===== config.mk =====
export PLATFORM = sky130hd
export DESIGN_NAME = hazard_ctrl_unit
export DESIGN_NICKNAME = d
export VERILOG_FILES = /design/src/rtl/hazard_ctrl_unit_pkg.sv /design/src/rtl/hazard_ctrl_unit_match.sv /design/src/rtl/hazard_ctrl_unit.sv
export SDC_FILE = /design/constraint.sdc
export NUM_CORES = 1
export LEC_CHECK = 0
export BUFFER_PORTS_ARGS = -buffer_cell sky130_fd_sc_hd__buf_2
export CAP_MARGIN = 20
export CELL_PAD_IN_SITES_DETAIL_PLACEMENT = 0
export CELL_PAD_IN_SITES_GLOBAL_PLACEMENT = 1
export CORE_MARGIN = 2
export CORE_UTILIZATION = 31
export CTS_BUF_LIST = sky130_fd_sc_hd__clkbuf_16
export CTS_CLUSTER_DIAMETER = 200
export DETAILED_ROUTE_END_ITERATION = 6
export PLACE_DENSITY = 0.87
export SLEW_MARGIN = 20
export SYNTH_ARGS = -nofsm -noshare
export SYNTH_HDL_FRONTEND = slang
export SYNTH_SLANG_ARGS = --single-unit
export TNS_END_PERCENT = 20

===== constraint.sdc =====
create_clock -name i_clock -period 2.05 [get_ports i_clock]
set_input_delay 0.205 -clock i_clock [delete_from_list [all_inputs] [get_ports i_clock]]
set_output_delay 0.205 -clock i_clock [all_outputs]
set_load 0.01 [all_outputs]

===== src/rtl/hazard_ctrl_unit_pkg.sv =====
// Shared definitions for the hazard control unit: FSM encoding, forward selects,
// default register-address width and the stall down-counter width helper.
package hazard_ctrl_unit_pkg;

  localparam int NB_REG_ADDR_DEF = 5;

  typedef enum logic {
    S_IDLE  = 1'b0,
    S_STALL = 1'b1
  } state_t;

  localparam logic [1:0] FWD_RF  = 2'b00;
  localparam logic [1:0] FWD_MEM = 2'b01;
  localparam logic [1:0] FWD_WB  = 2'b10;

  // A zero-width counter is illegal, so LOAD_EXTRA=0 still gets one bit.
  function automatic int cnt_width(input int extra);
    return (extra > 0) ? $clog2(extra + 1) : 1;
  endfunction

endpackage


===== src/rtl/hazard_ctrl_unit_match.sv =====
// Source/producer register match: equal address, source actually read,
// producer enabled, and register 0 never matches.
module hazard_match
  import hazard_ctrl_unit_pkg::*;
#(
  parameter int NB_REG_ADDR = NB_REG_ADDR_DEF
) (
  input  logic [NB_REG_ADDR-1:0] i_src,
  input  logic                   i_use,
  input  logic [NB_REG_ADDR-1:0] i_dst,
  input  logic                   i_en,
  output logic                   o_match
);

  assign o_match = i_use & i_en & (i_src == i_dst) & (|i_dst);

endmodule


===== src/rtl/hazard_ctrl_unit.sv =====
// Hazard control: load-use / branch / RAW stall FSM, forward selects, stall-cycle counter.
// Macro HAZARD_FORWARDING_EN: defined -> forwarding; undefined -> every RAW stalls until wb.
module hazard_ctrl_unit
  import hazard_ctrl_unit_pkg::*;
#(
  parameter int NB_REG_ADDR = NB_REG_ADDR_DEF,
  parameter int LOAD_EXTRA  = 0,
  parameter int NB_PERF     = 16
) (
  input  logic                   i_clock,
  input  logic                   i_reset,
  input  logic                   i_valid,
  input  logic [NB_REG_ADDR-1:0] i_rs,
  input  logic [NB_REG_ADDR-1:0] i_rt,
  input  logic                   i_use_rs,
  input  logic                   i_use_rt,
  input  logic                   i_jmp_branch,
  input  logic                   i_we_exec,
  input  logic                   i_re_exec,
  input  logic [NB_REG_ADDR-1:0] i_rd_exec,
  input  logic                   i_we_mem,
  input  logic                   i_re_mem,
  input  logic [NB_REG_ADDR-1:0] i_rd_mem,
  output logic                   o_stall,
  output logic [1:0]             o_fwd_rs,
  output logic [1:0]             o_fwd_rt,
  output logic [NB_PERF-1:0]     o_stall_cnt
);

  // state   | meaning
  // S_IDLE  | stall follows combinational hazard detection
  // S_STALL | extra load-latency cycles, r_cnt counts valid cycles down to 1
  localparam int NB_CNT = cnt_width(LOAD_EXTRA);

  state_t              r_state;
  logic [NB_CNT-1:0]   r_cnt;
  logic [NB_PERF-1:0]  r_stall_cnt;

  logic w_en_exec;
  logic w_en_mem;
  logic w_rs_exec;
  logic w_rt_exec;
  logic w_rs_mem;
  logic w_rt_mem;
  logic w_hz_ld;
  logic w_hz_br;
  logic w_hz_raw;
  logic w_hz;

  assign w_en_exec = i_we_exec | i_re_exec;
  assign w_en_mem  = i_we_mem  | i_re_mem;

  hazard_match #(.NB_REG_ADDR(NB_REG_ADDR)) u_match_rs_exec (
    .i_src(i_rs), .i_use(i_use_rs), .i_dst(i_rd_exec), .i_en(w_en_exec), .o_match(w_rs_exec)
  );
  hazard_match #(.NB_REG_ADDR(NB_REG_ADDR)) u_match_rt_exec (
    .i_src(i_rt), .i_use(i_use_rt), .i_dst(i_rd_exec), .i_en(w_en_exec), .o_match(w_rt_exec)
  );
  hazard_match #(.NB_REG_ADDR(NB_REG_ADDR)) u_match_rs_mem (
    .i_src(i_rs), .i_use(i_use_rs), .i_dst(i_rd_mem), .i_en(w_en_mem), .o_match(w_rs_mem)
  );
  hazard_match #(.NB_REG_ADDR(NB_REG_ADDR)) u_match_rt_mem (
    .i_src(i_rt), .i_use(i_use_rt), .i_dst(i_rd_mem), .i_en(w_en_mem), .o_match(w_rt_mem)
  );

  assign w_hz_ld = i_re_exec & (w_rs_exec | w_rt_exec);
  // Branches resolve in decode, so even an ALU result still in exec is too late.
  assign w_hz_br = i_jmp_branch & ((i_we_exec & (w_rs_exec | w_rt_exec)) |
                                   (i_re_mem  & (w_rs_mem  | w_rt_mem)));

`ifdef HAZARD_FORWARDING_EN
  logic [1:0] w_fwd_rs;
  logic [1:0] w_fwd_rt;

  assign w_hz_raw = 1'b0;

  always_comb begin
    w_fwd_rs = FWD_RF;
    if (w_rs_exec & i_we_exec & ~i_re_exec) w_fwd_rs = FWD_MEM;
    else if (w_rs_mem & i_we_mem)           w_fwd_rs = FWD_WB;
    w_fwd_rt = FWD_RF;
    if (w_rt_exec & i_we_exec & ~i_re_exec) w_fwd_rt = FWD_MEM;
    else if (w_rt_mem & i_we_mem)           w_fwd_rt = FWD_WB;
  end

  assign o_fwd_rs = (i_valid & ~o_stall) ? w_fwd_rs : FWD_RF;
  assign o_fwd_rt = (i_valid & ~o_stall) ? w_fwd_rt : FWD_RF;
`else
  assign w_hz_raw = (i_we_exec & (w_rs_exec | w_rt_exec)) |
                    (i_we_mem  & (w_rs_mem  | w_rt_mem));
  assign o_fwd_rs = FWD_RF;
  assign o_fwd_rt = FWD_RF;
`endif

  assign w_hz        = w_hz_ld | w_hz_br | w_hz_raw;
  assign o_stall     = i_valid & ((r_state == S_STALL) | w_hz);
  assign o_stall_cnt = r_stall_cnt;

  always_ff @(posedge i_clock) begin
    if (i_reset) begin
      r_state     <= S_IDLE;
      r_cnt       <= '0;
      r_stall_cnt <= '0;
    end else if (i_valid) begin
      if (o_stall && (r_stall_cnt != '1))
        r_stall_cnt <= r_stall_cnt + NB_PERF'(1);
      case (r_state)
        S_IDLE: begin
          if (w_hz_ld && (LOAD_EXTRA > 0)) begin
            r_state <= S_STALL;
            r_cnt   <= NB_CNT'(LOAD_EXTRA);
          end
        end
        S_STALL: begin
          if (r_cnt == NB_CNT'(1)) begin
            r_state <= S_IDLE;
            r_cnt   <= '0;
          end else begin
            r_cnt <= r_cnt - NB_CNT'(1);
          end
        end
        default: r_state <= S_IDLE;
      endcase
    end
  end

endmodule


======== Yosys cells after proc, flatten, opt, wreduce, memory -nomap -nowiden ========
Index checks and enable logic that the tools add are counted.
cells by class
  add/sub/neg operators ................... 2
  eq/ne operators ......................... 5
  multiplexer cells ....................... 3
  bitwise gates (word level) .............. 27
  reductions and logical operators ........ 5
operator list
  kind                   count
  $eq 5x5->1             4
  $and 1x1->1            18
  $add 16x1->16 const B  1
  $ne 16x16->1 const B   1
  $reduce_or 5->1        2
  $or 1x1->1             9
  $reduce_and 2->1       2
  $mux 1                 3
  $logic_and 1x1->1      1
  $sub 1x1->1 const B    1
storage, ports and cells
  register bits after elaboration ......... 18
  output and inout bits ................... 21

======== Logic depth before layout (Yosys ltp) ========
  depth in word-level cells ............... 14
  mapped depth ............................ 9

======== By module ========
From an unflattened synthesis, not the netlist that was laid out.
second synthesis, totals
  cells, all modules ...................... 148
  area, all modules ....................... 1236.2 um2
modules (own cells, without submodules)
  module            instances  cells each  area an instance (um2)
  hazard_ctrl_unit  1          108         930.9
  hazard_match      4          10          76.3

======== Worst setup path after synthesis ========
No wires, ideal clock.
  kind .................................... input port to flip-flop
  start point ............................. input i_rd_exec[4]
  end point ............................... register r_stall_cnt[6] (netlist: o_stall_cnt[6])
  arrival time ............................ 1.829 ns
  data required time ...................... 1.929 ns
  setup slack ............................. 0.100 ns
  cell stages on the path ................. 7
  path through ............................ xor2_1 > nor4_2 > a32oi_1 > o221a_4 > buf_6 > nor4b_1 > mux2_2
on the way
  word-level cells in the longest chain between the ends .. 13
  elaborated cells between the ends (all ways) .. 19
  classes of those cells .................. eq/ne: 2; bitwise: 14; reduce/logical: 3
ends and longest elaborated chain
  what                            line                                                                    RTL
  from (decl)                     hazard_ctrl_unit.sv:20                                                  input logic [NB_REG_ADDR-1:0] i_rd_exec,
  $eq 5x5->1                      hazard_ctrl_unit_match.sv:15                                            assign o_match = i_use & i_en & (i_src == i_dst) & (|i_dst);
  $and 1x1->1 (2 in series)       hazard_ctrl_unit_match.sv:15
  $or 1x1->1 (*)                  hazard_ctrl_unit.sv:66, hazard_ctrl_unit.sv:68, hazard_ctrl_unit.sv:89
  $and 1x1->1                     hazard_ctrl_unit.sv:68, hazard_ctrl_unit.sv:89
  $or 1x1->1                      hazard_ctrl_unit.sv:68                                                  assign w_hz_br = i_jmp_branch & ((i_we_exec & (w_rs_exec | w_rt_exec)) |
  $and 1x1->1                     hazard_ctrl_unit.sv:68
  $or 1x1->1                      hazard_ctrl_unit.sv:95                                                  assign w_hz = w_hz_ld | w_hz_br | w_hz_raw;
  $or 1x1->1 (*)                  hazard_ctrl_unit.sv:95
  $or 1x1->1 (*)                  hazard_ctrl_unit.sv:96                                                  assign o_stall = i_valid & ((r_state == S_STALL) | w_hz);
  $and 1x1->1 (*)                 hazard_ctrl_unit.sv:96
  $logic_and 1x1->1 (*)           hazard_ctrl_unit.sv:105                                                 if (o_stall && (r_stall_cnt != '1))
  $reduce_and 2->1 (no line) (*)  -
  to (signal assigned)            hazard_ctrl_unit.sv:106                                                 r_stall_cnt <= r_stall_cnt + NB_PERF'(1);
  to (decl)                       hazard_ctrl_unit.sv:37                                                  logic [NB_PERF-1:0] r_stall_cnt;
Every way passes the cells marked *; elsewhere a longest branch is shown, timed or not.
A chain may end at the register's enable or synchronous reset.

======== Worst setup path after layout ========
  start point ............................. input i_rd_exec[1]
  end point ............................... output o_stall
on the way
  word-level cells in the longest chain between the ends .. 11
  elaborated cells between the ends (all ways) .. 17
  classes of those cells .................. eq/ne: 2; bitwise: 14; reduce/logical: 1
ends and longest elaborated chain
  what                       line                                                                    RTL
  $eq 5x5->1                 hazard_ctrl_unit_match.sv:15
  $and 1x1->1 (2 in series)  hazard_ctrl_unit_match.sv:15
  $or 1x1->1 (*)             hazard_ctrl_unit.sv:66, hazard_ctrl_unit.sv:68, hazard_ctrl_unit.sv:89
  $and 1x1->1                hazard_ctrl_unit.sv:68, hazard_ctrl_unit.sv:89
  $or 1x1->1                 hazard_ctrl_unit.sv:68
  $and 1x1->1                hazard_ctrl_unit.sv:68
  $or 1x1->1                 hazard_ctrl_unit.sv:95
  $or 1x1->1 (*)             hazard_ctrl_unit.sv:95
  $or 1x1->1 (*)             hazard_ctrl_unit.sv:96
  $and 1x1->1 (*)            hazard_ctrl_unit.sv:96
  to (decl)                  hazard_ctrl_unit.sv:24                                                  output logic o_stall,
Marks and branches as above.

==> run_results.csv <==
group,metric,value,unit
cells_and_area,finalInstanceArea,0.001697,sq mm
timing,slew_viol_final,0,
placed_design,hpwl,2408,microns
global_routing,grt_pass1_wl,5823,microns
job,maxCapViolCount,0,
cells_and_area,final_nets,232,
worst_setup_path,end_kind,"output port",
timing,fin_crit_sh,97.14,%
worst_setup_path,cp_num_buf_inv,3,
worst_setup_path,worstPathMaxFanout,10,
timing,setup_viol,0,
routing,postRouteWirelength,3586,microns
routing,drcViolationCount,0,
synthesis,syn_inst,148,
synthesis,synth-seq-cells,18,
worst_setup_path,worstSetupPathType,"input pin to output port",
clocking,root_buffer,"clkbuf_16",
clocking,cts_buffer_depth,2,
synthesis,yosysWarningCount,0,
timing,layout_min_cycle_time,1.991,ns
global_routing,grt_pass1_vias,1230,
global_routing,grt.total_usage,16.63,%
routing,final_antenna_net_count,0,
timing,hold_violations,0,
die,die-height,67.56,microns
global_routing,grt-ovfl-total,0,
clocking,htreeDepth,1,
cells_and_area,final.fill_count,409,
cells_and_area,area_growth,35.46,%
clocking,cts.clk_slew.worst_paths,0.05,ns
clocking,cts_tree,"done",
die,io_pins,51,
synthesis,ys_types,36,
clocking,cts_buffers,3,
synthesis,synth_seq_area_share,28.77,%
timing,max_freq,502.2,MHz
global_routing,antenna_found_initial,0,
worst_setup_path,slowest_stage,"or4_2",
placed_design,gp_congestion,0.8905,
placed_design,io_buffers,46,
timing,rsz0062_at_grt,"true",
worst_setup_path,path_delay_family,"simple AND/OR/NAND/NOR gates",
timing,fin_setup_tns,0,ns
synthesis,syn-mean-instance-area,8.463,sq um
cells_and_area,post-route-util,43.03,%
pwr,ir_drop,0.4257,mV
worst_setup_path,path_common_cell,"buf_2",
die,core,0.003943,sq mm
pwr,p_per_area,505.4,mW/mm^2
routing,vias_per_cell,5.398,
die,row_count,23,
worst_hold_path,min_path_type,"input pin to flip-flop",
die,die_width,67.56,microns
worst_setup_path,worstPathCellList,"buf_2 -> or4_2 -> o221ai_4 -> o221a_4 -> inv_1 -> buf_2",
clocking,numClockSinks,18,
worst_setup_path,reg2reg_slack,0.12,ns
timing,setup_slack,0.05872,ns
cells_and_area,num_antenna_cells,0,
worst_setup_path,cp.required,1.85,ns
routing,drtIter0Drc,48,
worst_setup_path,critPathArrivalTime,1.79,ns
worst_setup_path,setup.worst_path.start_class,"input pin",
global_routing,grt_start_max_net_pins,20,
pwr,p_total,0.8574,mW
die,initial_core_util,31.77,%
placed_design,post_dp_cell_area,0.001565,sq mm
routing,vias,1344,
cells_and_area,drive_gt1_share,35.18,%
routing,routedWlPerCell,14.40,microns
worst_setup_path,cpPeakStageDelay,0.73,ns
outcome,outcome,"complete, no violations",
clocking,clock_latency,0.24,ns
timing,fin_skew,0.001013,ns
synthesis,synth_area,0.001252,sq mm
pwr,p_leak,0.6583,nW
placed_design,pre_cts_ws,-0.1382,ns
routing,drt_pass1_iterations,4,
die,die_area,0.004564,sq mm
==> cell families after synthesis <==
group / synth area share (%)
buffers and inverters: 7.693
and+or+nand+nor: 25.38
AOI/OAI and AO/OA: 21.28
muxes: 0.8990
other: 0.2994
DFF: 28.77
xor gates and xnor gates: 14.69
adders and majority gates: 0.9988
==> per-layer routing <==
metal / vias up / share of wire, % / global-route usage (%)
met1: 645 / 44 / 21.54
met4: 0 / 1.5 / 4.592
li1: 669 / - / -
met5: - / 0 / 0
met3: 4 / 3.6 / 3.667
met2: 26 / 51 / 27.57
==> registers in the layout, indices dropped and copies added, names as in the netlist <==
register	count
o_stall_cnt	16
r_state	1
r_cnt	1
==> final timing paths <==
kind	startpoint	end	depth (start not counted)
max	i_rd_exec[1]	o_stall	6
min	i_valid	r_state	2
max reg2reg	o_stall_cnt[5]	o_stall_cnt[11]	8
min reg2reg	r_state	r_state	2
==> cell type report <==
cell class	instances	area (sq um)	area share, %
timing repair buffer	57	337.8	19.91
multi-input combinational	118	847.1	49.93
clock buffer	3	75.07	4.425
inverter	3	11.26	0.6637
sequential	18	362.8	21.39
tap	50	62.56	3.687
==> through the flow <==
step	hold WS [ns]	instances
after floorplan	0.3006	151
after global placement	0.4195	244
after detailed placement	0.4240	244
after CTS	0.1888	248
after global routing	0.2280	249
final	0.2195	249
==> power by group <==
part           internal [mW]  total [mW]  switching [mW]
Combinational         0.0591       0.125          0.0659
Clock                  0.256       0.381           0.124
Sequential             0.351       0.352        0.000810
Total                  0.666       0.857           0.191
==> timing repair <==
action	CTS	global route
hold endpoints to repair	0	0
hold buffers	0	0
buffers inserted	0	1
setup endpoints to repair	1	12
gates cloned	1	0
gates resized for setup	1	4
pin swaps	0	0
==> cell usage in the layout (no fill, tap or decap), types with 3 or more instances in the layout <==
master and n:
conb_1 4, o211ai_1 3, xnor2_1 12, inv_1 3, nand3_1 11, o31ai_1 13
nand4_1 3, or4_1 14, dfxtp_1 16, nand2_1 5, and3_1 4, a21oi_1 15
or3_1 3, buf_2 46, clkbuf_16 3, xor2_1 9, buf_4 9
==> Yosys cell counts <==
cell type  instances  area share, %
xnor2_1           12            8.4
o211ai_1           3            1.8
nor2_1             2           0.60
a21oi_1           15            6.0
a211oi_1           1           0.60
a21o_1             1           0.60
dfxtp_1           18             29
buf_6              2            1.8
or3_1              3            1.5
clkbuf_1           2           0.60
conb_1             1           0.30
buf_2              2           0.80
nor4b_1            1           0.70
mux2_2             1           0.90
ha_1               1            1.0
o21ai_0            2           0.80
and2_1             1           0.50
or4_1             14            8.4
or4_2              1           0.70
inv_1              3           0.90
buf_4              5            3.0
buf_1              2           0.60
nand4_1            3            1.5
o221ai_1           1           0.70
o31ai_1           13            7.8
o221a_4            1            1.6
nand2_1            5            1.5
a32oi_1            1           0.70
nand3_1           11            4.4
and3_1             5            2.5
nand3b_1           1           0.60
nor2b_1            1           0.50
xor2_1             9            6.3
nor4_2             1            1.0
o22a_1             1           0.70
nor4_1             2            1.0
Note: power is estimated with default switching activity, not from simulation.
